File: src/rtl/encoder_32to5_arb_pkg.sv
// Shared constants, FSM state encoding and index helpers for the
// 32-to-5 priority encoder/arbiter.
package encoder_32to5_arb_pkg;

  localparam int N_REQ = 32;
  localparam int IDX_W = 5;

  typedef enum logic {
    IDLE    = 1'b0,
    PRESENT = 1'b1
  } state_e;

  // Ascending vector: bit i of the result stands for request index i.
  function automatic logic [0:N_REQ-1] idx_onehot(input logic [0:IDX_W-1] idx);
    logic [0:N_REQ-1] v;
    v      = '0;
    v[idx] = 1'b1;
    return v;
  endfunction

endpackage

File: src/rtl/encoder_32to5_arb_if.sv
// Request/grant bundle between a request source and encoder_32to5_arb.
interface encoder_32to5_arb_if;
  import encoder_32to5_arb_pkg::*;

  logic                en;
  logic [0:N_REQ-1]    req_in;
  logic                ack;
  logic                valid;
  logic [0:IDX_W-1]    idx;
  logic [0:N_REQ-1]    pending;
  logic                overrun;

  modport master (
    output en, req_in, ack,
    input  valid, idx, pending, overrun
  );

  modport slave (
    input  en, req_in, ack,
    output valid, idx, pending, overrun
  );

endinterface

File: src/rtl/prienc_32to5.sv
// Purely combinational lowest-index-wins priority encoder; idx[0] is the MSB.
module prienc_32to5 #(
  parameter int N_REQ = 32,
  parameter int IDX_W = 5
) (
  input  logic [0:N_REQ-1] vec,
  output logic [0:IDX_W-1] idx,
  output logic             any
);

  // Scan from the highest index down so the lowest set index is written last.
  always_comb begin
    idx = '0;
    any = 1'b0;
    for (int i = N_REQ - 1; i >= 0; i--) begin
      idx = vec[i] ? IDX_W'(i) : idx;
      any = any | vec[i];
    end
  end

endmodule

File: src/rtl/encoder_32to5_arb.sv
// Pending-request collector with a two-state grant FSM; presents the lowest
// pending index and holds it until the consumer acknowledges.
module encoder_32to5_arb
  import encoder_32to5_arb_pkg::*;
#(
  parameter int N_REQ = encoder_32to5_arb_pkg::N_REQ,
  parameter int IDX_W = encoder_32to5_arb_pkg::IDX_W
) (
  input  logic                clk,
  input  logic                reset,
  encoder_32to5_arb_if.slave  bus
);

  state_e              state_r;
  logic [0:N_REQ-1]    pending_r;
  logic                valid_r;
  logic [0:IDX_W-1]    idx_r;
  logic                overrun_r;

  logic [0:N_REQ-1]    set_s;
  logic [0:N_REQ-1]    clr_s;
  logic [0:N_REQ-1]    pending_nxt_s;
  logic                overrun_hit_s;
  logic [0:IDX_W-1]    enc_idx_s;
  logic                enc_any_s;

  prienc_32to5 #(
    .N_REQ (N_REQ),
    .IDX_W (IDX_W)
  ) u_prienc (
    .vec (pending_r),
    .idx (enc_idx_s),
    .any (enc_any_s)
  );

  // Set/clear masks; a set landing on the bit being cleared wins and is not an overrun.
  always_comb begin
    set_s = '0;
    clr_s = '0;
    if (bus.en) begin
      set_s = bus.req_in;
    end else begin
      set_s = '0;
    end
    if (valid_r && bus.ack) begin
      clr_s = idx_onehot(idx_r);
    end else begin
      clr_s = '0;
    end
    pending_nxt_s = (pending_r & ~clr_s) | set_s;
    overrun_hit_s = |(set_s & pending_r & ~clr_s);
  end

  // Pending vector, sticky overrun and the grant FSM with registered outputs.
  always_ff @(posedge clk or posedge reset) begin
    if (reset) begin
      state_r   <= IDLE;
      pending_r <= '0;
      valid_r   <= 1'b0;
      idx_r     <= '0;
      overrun_r <= 1'b0;
    end else begin
      pending_r <= pending_nxt_s;
      if (overrun_hit_s) begin
        overrun_r <= 1'b1;
      end
      case (state_r)
        IDLE: begin
          if (enc_any_s) begin
            idx_r   <= enc_idx_s;
            valid_r <= 1'b1;
            state_r <= PRESENT;
          end else begin
            valid_r <= 1'b0;
          end
        end
        PRESENT: begin
          // Grant is frozen until ack; idle afterwards gives a one-cycle bubble.
          if (bus.ack) begin
            valid_r <= 1'b0;
            state_r <= IDLE;
          end
        end
        default: begin
          valid_r <= 1'b0;
          state_r <= IDLE;
        end
      endcase
    end
  end

  assign bus.valid   = valid_r;
  assign bus.idx     = idx_r;
  assign bus.pending = pending_r;
  assign bus.overrun = overrun_r;

endmodule

File: src/flat_wrapper.sv
// flat-port wrapper written by rule: the top's interface ports become plain ports
module encoder_32to5_arb_flat import encoder_32to5_arb_pkg::*;
#(
  parameter int N_REQ = encoder_32to5_arb_pkg::N_REQ,
  parameter int IDX_W = encoder_32to5_arb_pkg::IDX_W
)
  (clk, reset, bus_en, bus_req_in, bus_ack, bus_valid, bus_idx, bus_pending, bus_overrun);
  encoder_32to5_arb_if bus_i ();
  input  logic clk;
  input  logic reset;
  input wire logic [$bits(bus_i.en)-1:0] bus_en;
  input wire logic [$bits(bus_i.req_in)-1:0] bus_req_in;
  input wire logic [$bits(bus_i.ack)-1:0] bus_ack;
  output wire logic [$bits(bus_i.valid)-1:0] bus_valid;
  output wire logic [$bits(bus_i.idx)-1:0] bus_idx;
  output wire logic [$bits(bus_i.pending)-1:0] bus_pending;
  output wire logic [$bits(bus_i.overrun)-1:0] bus_overrun;
  assign bus_i.en = bus_en;
  assign bus_i.req_in = bus_req_in;
  assign bus_i.ack = bus_ack;
  assign bus_valid = bus_i.valid;
  assign bus_idx = bus_i.idx;
  assign bus_pending = bus_i.pending;
  assign bus_overrun = bus_i.overrun;
  encoder_32to5_arb #(.N_REQ(N_REQ), .IDX_W(IDX_W)) u_core (.clk(clk), .reset(reset), .bus(bus_i));
endmodule
File: config.mk
export PLATFORM = sky130hd
export DESIGN_NAME = encoder_32to5_arb_flat
export DESIGN_NICKNAME = d
export VERILOG_FILES = /design/src/rtl/encoder_32to5_arb_pkg.sv /design/src/rtl/encoder_32to5_arb_if.sv /design/src/rtl/prienc_32to5.sv /design/src/rtl/encoder_32to5_arb.sv /design/src/flat_wrapper.sv
export SDC_FILE = /design/constraint.sdc
export NUM_CORES = 1
export LEC_CHECK = 0
export CELL_PAD_IN_SITES_DETAIL_PLACEMENT = 0
export CELL_PAD_IN_SITES_GLOBAL_PLACEMENT = 2
export CORE_UTILIZATION = 29
export DETAILED_ROUTE_END_ITERATION = 10
export GPL_ROUTABILITY_DRIVEN = 0
export PLACE_DENSITY_LB_ADDON = 0.1
export RECOVER_POWER = 100
export SLEW_MARGIN = 20
export SYNTH_ARGS = -nofsm -noshare
export SYNTH_HDL_FRONTEND = slang
export SYNTH_HIERARCHICAL = 1
export SYNTH_SLANG_ARGS = --single-unit
File: constraint.sdc
create_clock -name clk -period 3.83 [get_ports clk]
set_clock_uncertainty 0.15 [all_clocks]
set_input_delay 0.383 -clock clk [delete_from_list [all_inputs] [get_ports clk]]
set_output_delay 0.383 -clock clk [all_outputs]
set_load 0.02 [all_outputs]
Word level (Yosys, flattened, before mapping). Index checks and enable logic that the tools add are counted. Widths: inputs -> output; s select.

Equal/unequal tests: 1. Bitwise logic cells: 38. Order comparisons: 2. Reductions and logical operators: 4. Multiplexer cells: 41.

Operator list (count): $mux 5 (32); $and 32x32->32 (3); $mux 32 (2); $not 32->32 (1); $or 32x32->32 (1); $reduce_or 32->1 (1); $or 1x1->1 (31); $ge 6x6->1 const B (1); $lt 6x1->1 const B (1); $not 5->6 (1); $demux 1 s5 (1); $mux 1 (4); $pmux 1 s2 (2); $logic_and 1x1->1 (2); $ne 2x2->1 const B (1); $reduce_and 2->1 (1); $not 1->1 (1).

Bits in registers: 40. Logic and storage cells: 91. Output and inout port bits: 39. Bits of input ports: 36.

Depth between registers and ports, before layout. Gate-level depths: netlist of the first run.

Depth after elaboration: 33. Depth in mapped cells: 7. Gate-level depth less buffers: 6.

Modules after synthesis. Netlist of the first run, hierarchy kept.

By module, submodules not included: encoder_32to5_arb (area each 2087.0 um^2, instances 1, seq. area each 1001.0 um^2, cells each 213); prienc_32to5 (area each 370.4 um^2, instances 1, seq. area each 0.0 um^2, cells each 65).

Worst setup path before layout of the first run. No wires, ideal clock.

Path type: reg2reg. From: reg u_core.pending_r, in the netlist u_core/bus.pending[20]. To: reg u_core.idx_r, in the netlist u_core/bus.idx[0]. Stages on the path, launching flop included: 7. Buffers on the path: 1. Setup slack: 1.686 ns. Arrival time: 1.870 ns. Clock period less this slack: 2.144 ns. Setup time: 0.125 ns. Cells stage by stage: dfrtp_1 or4_4 nor3_1 nand3b_1 nor2b_1 clkbuf_1 mux2_2.

Word-level cells in the longest chain between the ends: 22. Elaborated cells between the ends (all ways): 43. Those cells by class: mux: 21; bitwise: 21; reduce/logical: 1.

Ends and longest elaborated chain: start: declaration (RTL line encoder_32to5_arb.sv:15) `logic [0:N_REQ-1] pending_r;`; start signal: assignment (RTL line encoder_32to5_arb.sv:63) `pending_r <= pending_nxt_s;`; $or 1x1->1 (21 in series) (RTL line prienc_32to5.sv:17) `any = any | vec[i];`; named net u_core.enc_any_s (RTL line encoder_32to5_arb.sv:25) `logic enc_any_s;`; $reduce_and 2->1 (no source line); end signal: assignment (RTL line encoder_32to5_arb.sv:70) `idx_r <= enc_idx_s;`; end: declaration (RTL line encoder_32to5_arb.sv:17) `logic [0:IDX_W-1] idx_r;`.

The timed path passes the listed nets, and every way through them passes these cells. A chain may end at the register's enable or synchronous reset.

Worst setup path in the final report of the first run.
From: in bus_ack. To: reg u_core.overrun_r, in the netlist u_core/bus.overrun.

Word-level cells in the longest chain between the ends: 5.

Ends and longest elaborated chain: start: declaration (RTL line flat_wrapper.sv:13) `input wire logic [$bits(bus_i.ack)-1:0] bus_ack;`; $logic_and 1x1->1 (RTL line encoder_32to5_arb.sv:45) `if (valid_r && bus.ack) begin`; $mux 32 (RTL line encoder_32to5_arb.sv:45); $not 32->32 (RTL line encoder_32to5_arb.sv:51) `overrun_hit_s = |(set_s & pending_r & ~clr_s);`; $and 32x32->32 (RTL line encoder_32to5_arb.sv:51); $reduce_or 32->1 (RTL line encoder_32to5_arb.sv:51); end signal: assignment (RTL line encoder_32to5_arb.sv:61) `overrun_r <= 1'b0;`; end signal: assignment (RTL line encoder_32to5_arb.sv:65) `overrun_r <= 1'b1;`; end: declaration (RTL line encoder_32to5_arb.sv:18) `logic overrun_r;`.

No other way between the ends.

==> run summary, run 1 <==
asr flop ratio synth - 1.000
maximum clock insertion buffer count - 2
area added between synthesis and finish - 35.79%
critical path cell sequence - dlygate4sd3_1, and4_1, a21oi_1, nor4_1, nand4_1, o32a_1
Num CTS Buffers - 5
first-pass GRT wire length - 13200 um
most frequent cells in the layout - nand2_1 (61), dlygate4sd3_1 (41), dfrtp_1 (40)
status - finished clean
Crit-path slowest cell - and4_1
WP depth - 6
Clock Tree Root - clkbuf_8
Max Cap Viol - 0
die extent in x - 94.05 um
CTS tree - built
clk slew on worst S/H paths - 80 ps
reg-to-reg endpoint - u_core/bus.overrun$_DFFE_PP0P_
yosys warns - 6
number of buffers inserted by hold repair at cts - 0
number of flops mapped to enable cells by yosys - 0
CP top delay family - simple AND/OR/NAND/NOR gates
crit path capture type - flip-flop
Relative slew margins - 0.3308
Tmin final - 2595 ps
Hold Path Class - flip-flop to flip-flop
crit-path max cell delay - 620 ps
die height - 94.05 um
DRC - 0
Slew @ Worst Pin - 1004 ps
Ports - 75
Setup crit start - bus_ack
largest area contributor in the netlist - dfrtp_1
Critical Path RT - 3860 ps
Yosys top cell area share - 0.4073
maximum vdd drop - 0.2518 mV
crit path buf inv count - 1
GR Overflow Total - 0
core area - 8217 um2
DRT iter0 DRCs - 166
initial core utilization - 0.2991
most common cell after layout, fill and taps aside - nand2_1
CP endpoint - u_core/bus.overrun$_DFFE_PP0P_
share of cells above drive strength 1 - 0.08163
DRT Pass-1 Iters - 4
crit-path max FO - 16
Post-Syn Nets - 314
H-Tree Depth - 2
Post-CTS Resized - 0
Die ar. - 8845 um2
post-synthesis sequential area ratio - 0.4073
via count - 2432
routed len/inst - 19.07 um
pins over their slew limit - 0
CP arrival - 2630 ps
port bufs - 74
clock sinks - 40
GRT Total Usage - 0.2037
internal reg-to-reg setup slack - 1510 ps
worst-case reg-to-reg path depth - 5
Netlist cell types - 47
final hold violations - 0
Setup Viol. Count Final - 0
post-DP HPWL - 6480 um
Lkg Pwr - 1.268 nW
Hold WS - 367.6 ps
pre-CTS setup slack - 985.7 ps
synthesized cell area - 2457 um2
RR Startpoint - u_core/bus.idx[4]$_DFFE_PP0P_
number of global-route vias before repair - 2302
Synth Area per Inst - 8.839 um2
Mapped Cells - 278
Setup TNS - 0 ps
Post-CTS Repair Setup Buffers - 0
startpoint types - input port
largest net degree at the start of global routing - 34
initial antenna violation count - 0
diode count - 0
Synth Register Bits - 40
final worst slack - 1235 ps
Layout Utilization - 0.4061
Post-Route WL - 8543 um
Layout Nets - 378
Rows - 33
total power per unit cell area - 338.2 nW/um2
Main synth FF type - dfrtp_1
Clock Latency Late Sink - 290 ps
critical path class - input port to flip-flop
Vias/cell - 5.429
largest cells by area after synthesis - dfrtp_1 (41%), a22o_1 (11%), nand2_1 (9.3%), a21oi_1 (6.5%), mux2_2 (2.3%)
post-route clock period utilization - 0.6775
Max Fclk - 385.4 MHz
RSZ-0062 raised after global routing - false
Filler cells - 874
Antenna Nets Post-Route - 0
final total power - 0.001129 W
## layout make-up
class / instances / area [um2] / area share
multi-input combinational: 211 / 1315 / 0.3941
sequential: 40 / 1001 / 0.3000
timing repair buffer: 76 / 752.0 / 0.2253
tap: 105 / 131.4 / 0.03937
clock buffer: 6 / 72.57 / 0.02175
clock inverter: 2 / 35.03 / 0.01050
inverter: 8 / 30.03 / 0.008999
## stage by stage
step	instance area, um2	instances
finish	3337	448
global route	3337	448
CTS	3341	448
detailed placement	3233	440
global placement	3233	440
floorplan	2457	278
## logic make-up (layout without fill, tap and decap cells)
logic type | count (synthesis) | in the layout | synth area share
flip-flops | 40 | 40 | 0.4073
multiplexers | 5 | 5 | 0.02291
AND/OR/NAND/NOR | 120 | 120 | 0.2663
AO/OA/AOI/OAI | 86 | 86 | 0.2459
buffers and inverters | 27 | 92 | 0.05753
## synth_stat cells (4+ instances only)
cell type and n:
mux2_2 5, a31oi_1 4, buf_2 7, nor2_1 13, a22o_1 32, nor3_1 6
nand2_1 61, dfrtp_1 40, inv_1 8, a21oi_1 32, nand3_1 5, clkbuf_1 4
buf_4 4, nor4_1 9
## worst min path at each step
stage	cells past startpoint	slack [ps]	start	endpoint
2_1_floorplan	1	330	u_core/state_r$_DFF_PP0_	u_core/state_r$_DFF_PP0_
6_report	1	370	u_core/state_r$_DFF_PP0_	u_core/state_r$_DFF_PP0_
3_3_place_gp	1	350	u_core/state_r$_DFF_PP0_	u_core/state_r$_DFF_PP0_
4_1_cts	1	380	u_core/state_r$_DFF_PP0_	u_core/state_r$_DFF_PP0_
5_1_grt	1	420	u_core/state_r$_DFF_PP0_	u_core/state_r$_DFF_PP0_
3_5_place_dp	1	350	u_core/state_r$_DFF_PP0_	u_core/state_r$_DFF_PP0_
## registers in the layout, summed over array words and instances (netlist names)
register            cells
u_core/state_r          1
u_core/bus.idx          5
u_core/bus.valid        1
u_core/bus.overrun      1
u_core/bus.pending     32
## per-layer routing
layer | GRT usage | part of all wire | vias to the layer above
met2 | 0.3108 | 0.45 | 69
met1 | 0.3031 | 0.50 | 1204
li1 | - | - | 1155
met3 | 0.03155 | 0.045 | 4
met4 | 0.03846 | 0.0071 | 0
met5 | 0 | 0 | -
## power breakdown
group          switching, W  internal [W]  total (W)
Combinational      0.000155      0.000130   0.000285
Clock              0.000155      0.000194   0.000348
Sequential        0.0000410      0.000454   0.000495
Total              0.000351      0.000778    0.00113
No activity file was read; power rests on OpenSTA's default activity.
==> inputs of run 2 (changes only) <==
--- a/config.mk
+++ b/config.mk
@@ -7,7 +7,7 @@
 export LEC_CHECK = 0
 export CELL_PAD_IN_SITES_DETAIL_PLACEMENT = 0
 export CELL_PAD_IN_SITES_GLOBAL_PLACEMENT = 2
-export CORE_UTILIZATION = 29
+export CORE_UTILIZATION = 27
 export DETAILED_ROUTE_END_ITERATION = 10
 export GPL_ROUTABILITY_DRIVEN = 0
 export PLACE_DENSITY_LB_ADDON = 0.1
==> constraint.sdc (replaced) <==
create_clock -name clk -period 2.6 [get_ports clk]
set_clock_uncertainty 0.15 [all_clocks]
set_input_delay 0.26 -clock clk [delete_from_list [all_inputs] [get_ports clk]]
set_output_delay 0.26 -clock clk [all_outputs]
set_load 0.02 [all_outputs]
==> run 2 against run 1 <==
Compared with the run above: wire length up 6.4%; utilization down 1.3 points; combinational power increased by 60%; worst hold slack worse by 3.3 ps; design area grew 3.1%; non-clock buffer count up 10; total power is 52% higher; count of clock-buffer cells in the layout down 1; clock power grew 52%; sequential power is 48% higher; largest power group unchanged.
==> run summary, run 2 (synthesis results as in run 1) <==
worst-case reg-to-reg path depth - 5 (unchanged)
Ports - 75 (unchanged)
DRT Pass-1 Iters - 4 (unchanged)
GR Overflow Total - 0 (unchanged)
total power per unit cell area - 499.6 nW/um2 (+48%)
Post-CTS Resized - 0 (unchanged)
startpoint types - flip-flop
critical path class - flip-flop to flip-flop
Slew @ Worst Pin - 1088 ps (+84.54 ps)
maximum clock insertion buffer count - 2 (unchanged)
H-Tree Depth - 2 (unchanged)
status - finished clean
GRT Total Usage - 0.1964 (-0.007365)
reg-to-reg endpoint - u_core/bus.overrun$_DFFE_PP0P_
Clock Latency Late Sink - 300 ps (about the same)
routed len/inst - 19.72 um (+3.4%)
RSZ-0062 raised after global routing - false
Max Fclk - 416.3 MHz
non-filler cells, final - 461 (+2.9%)
most common cell after layout, fill and taps aside - nand2_1
Num CTS Buffers - 5 (unchanged)
Critical Path RT - 2650 ps (-1210 ps)
crit-path max FO - 10 (-6)
RR Startpoint - u_core/bus.idx[2]$_DFFE_PP0P_
initial core utilization - 0.2804 (-0.01866)
Tmin final - 2402 ps
post-route clock period utilization - 0.9239
Hold Path Class - flip-flop to flip-flop
pre-CTS setup slack - 122.8 ps (-863.0 ps)
Relative slew margins - 0.2744 (-0.05636)
maximum vdd drop - 0.3218 mV (+28%)
max FFs per register - 32 (unchanged)
Layout Nets - 388 (+2.6%)
pins over their slew limit - 0 (unchanged)
Lkg Pwr - 1.327 nW (+4.7%)
die extent in x - 97.40 um (+3.6%)
Post-Route WL - 9089 um (+6.4%)
DRT iter0 DRCs - 88 (-47%)
Die ar. - 9487 um2 (+7.3%)
post-DP HPWL - 6647 um (+2.6%)
Setup Viol. Count Final - 0 (unchanged)
first-pass GRT wire length - 14250 um (+7.9%)
most used routing layer - met2
Inst Count DP - 453 (+3.0%)
Max Cap Viol - 0 (unchanged)
Global Route met2 Usage - 0.3115 (+0.0006305)
final hold violations - 0 (unchanged)
DRC - 0 (unchanged)
Hold EP - u_core/state_r$_DFF_PP0_
share of cells above drive strength 1 - 0.1076 (+0.02602)
Antenna Nets Post-Route - 0 (unchanged)
Post-CTS Repair Setup Buffers - 0 (unchanged)
core area - 8763 um2 (+6.7%)
most frequent cells in the layout - nand2_1 (61), dlygate4sd3_1 (40), dfrtp_1 (40)
final total power - 0.001720 W (+52%)
clock sinks - 40 (unchanged)
Clock Tree Root - clkbuf_8
diode count - 0 (unchanged)
die height - 97.40 um (+3.6%)
final worst slack - 198.0 ps (-1037 ps)
port bufs - 74 (unchanged)
number of buffers inserted by hold repair at cts - 0 (unchanged)
via count - 2454 (+0.90%)
worst hold path depth - 1 (unchanged)
met3 Track Usage GR - 0.02662 (-0.004935)
number of global-route vias before repair - 2507 (+8.9%)
hold path startpoint - u_core/state_r$_DFF_PP0_
largest net degree at the start of global routing - 41 (+21%)
initial antenna violation count - 0 (unchanged)
Vias/cell - 5.323 (-1.9%)
Setup TNS - 0 ps (unchanged)
internal reg-to-reg setup slack - 200 ps (-1310 ps)
Layout Utilization - 0.3928 (-0.01335)
area added between synthesis and finish - 40.07%
CP arrival - 2450 ps (-180 ps)
met1 Usage GRT - 0.2830 (-0.02011)
crit path capture type - flip-flop
Rows - 34 (+3.0%)
CTS tree - built
clk slew on worst S/H paths - 90 ps (about the same)
[run 2: cell count changes in the layout (fill, tap and decap cells not counted), sizes merged]
cell / previous run / this run
clkdlybuf4s50: 33 / 34
clkbuf: 7 / 6
inv: 7 / 8
clkinvlp: 0 / 1
clkinv: 2 / 1
buf: 1 / 11
dlygate4sd3: 41 / 40
[run 2: report_power, final]
| group | switching (W) | internal [W] |
|---|---|---|
| clock | 0.000244 | 0.000284 |
| combinational | 0.000239 | 0.000217 |
| sequential | 0.0000660 | 0.000669 |
[run 2: final cells by class]
class                   instances  area [um2]
multi-input cells             211        1311
flip-flops and latches         40        1001
well taps                     108       135.1
repair buffers                 86       853.3
clock buffers                   5       68.82
inverters                       8       30.03
fillers                       906        5321
clock inverters                 3       42.54
[run 2: layer usage]
| metal | routed length (um) | vias up | part of all wire |
|---|---|---|---|
| li1 | - | 1175 | - |
| met3 | 298 | 8 | 0.033 |
| met4 | 74 | 0 | 0.0081 |
| met5 | 0 | - | 0 |
| met2 | 4265 | 64 | 0.47 |
| met1 | 4450 | 1207 | 0.49 |
[run 2: worst max-delay path by stage]
stage	startpoint	end	slack, ps	depth (start not counted)
after floorplan	u_core/bus.pending[20]$_DFF_PP0_	u_core/bus.idx[0]$_DFFE_PP0P_	460	6
after global placement	bus_ack	u_core/bus.overrun$_DFFE_PP0P_	160	7
after detailed placement	bus_ack	u_core/bus.overrun$_DFFE_PP0P_	120	7
after CTS	u_core/bus.idx[2]$_DFFE_PP0P_	u_core/bus.overrun$_DFFE_PP0P_	240	5
after global routing	u_core/bus.idx[2]$_DFFE_PP0P_	u_core/bus.overrun$_DFFE_PP0P_	80	5
final	u_core/bus.idx[2]$_DFFE_PP0P_	u_core/bus.overrun$_DFFE_PP0P_	200	5
[run 2: critical path: stages (launching register included)]
cell and delay (ps):
dfrtp_1 640, nor3b_4 510, a21oi_1 150, nor4_1 380
nand4_1 170, o32a_1 300
[run 2: per-stage QoR]
stage               hold WS [ps]  cell area [um2]
detailed placement         345.8             3337
finish                     364.2             3442
global route               386.7             3442
CTS                        275.4             3448
floorplan                  256.0             2457
global placement           346.6             3337
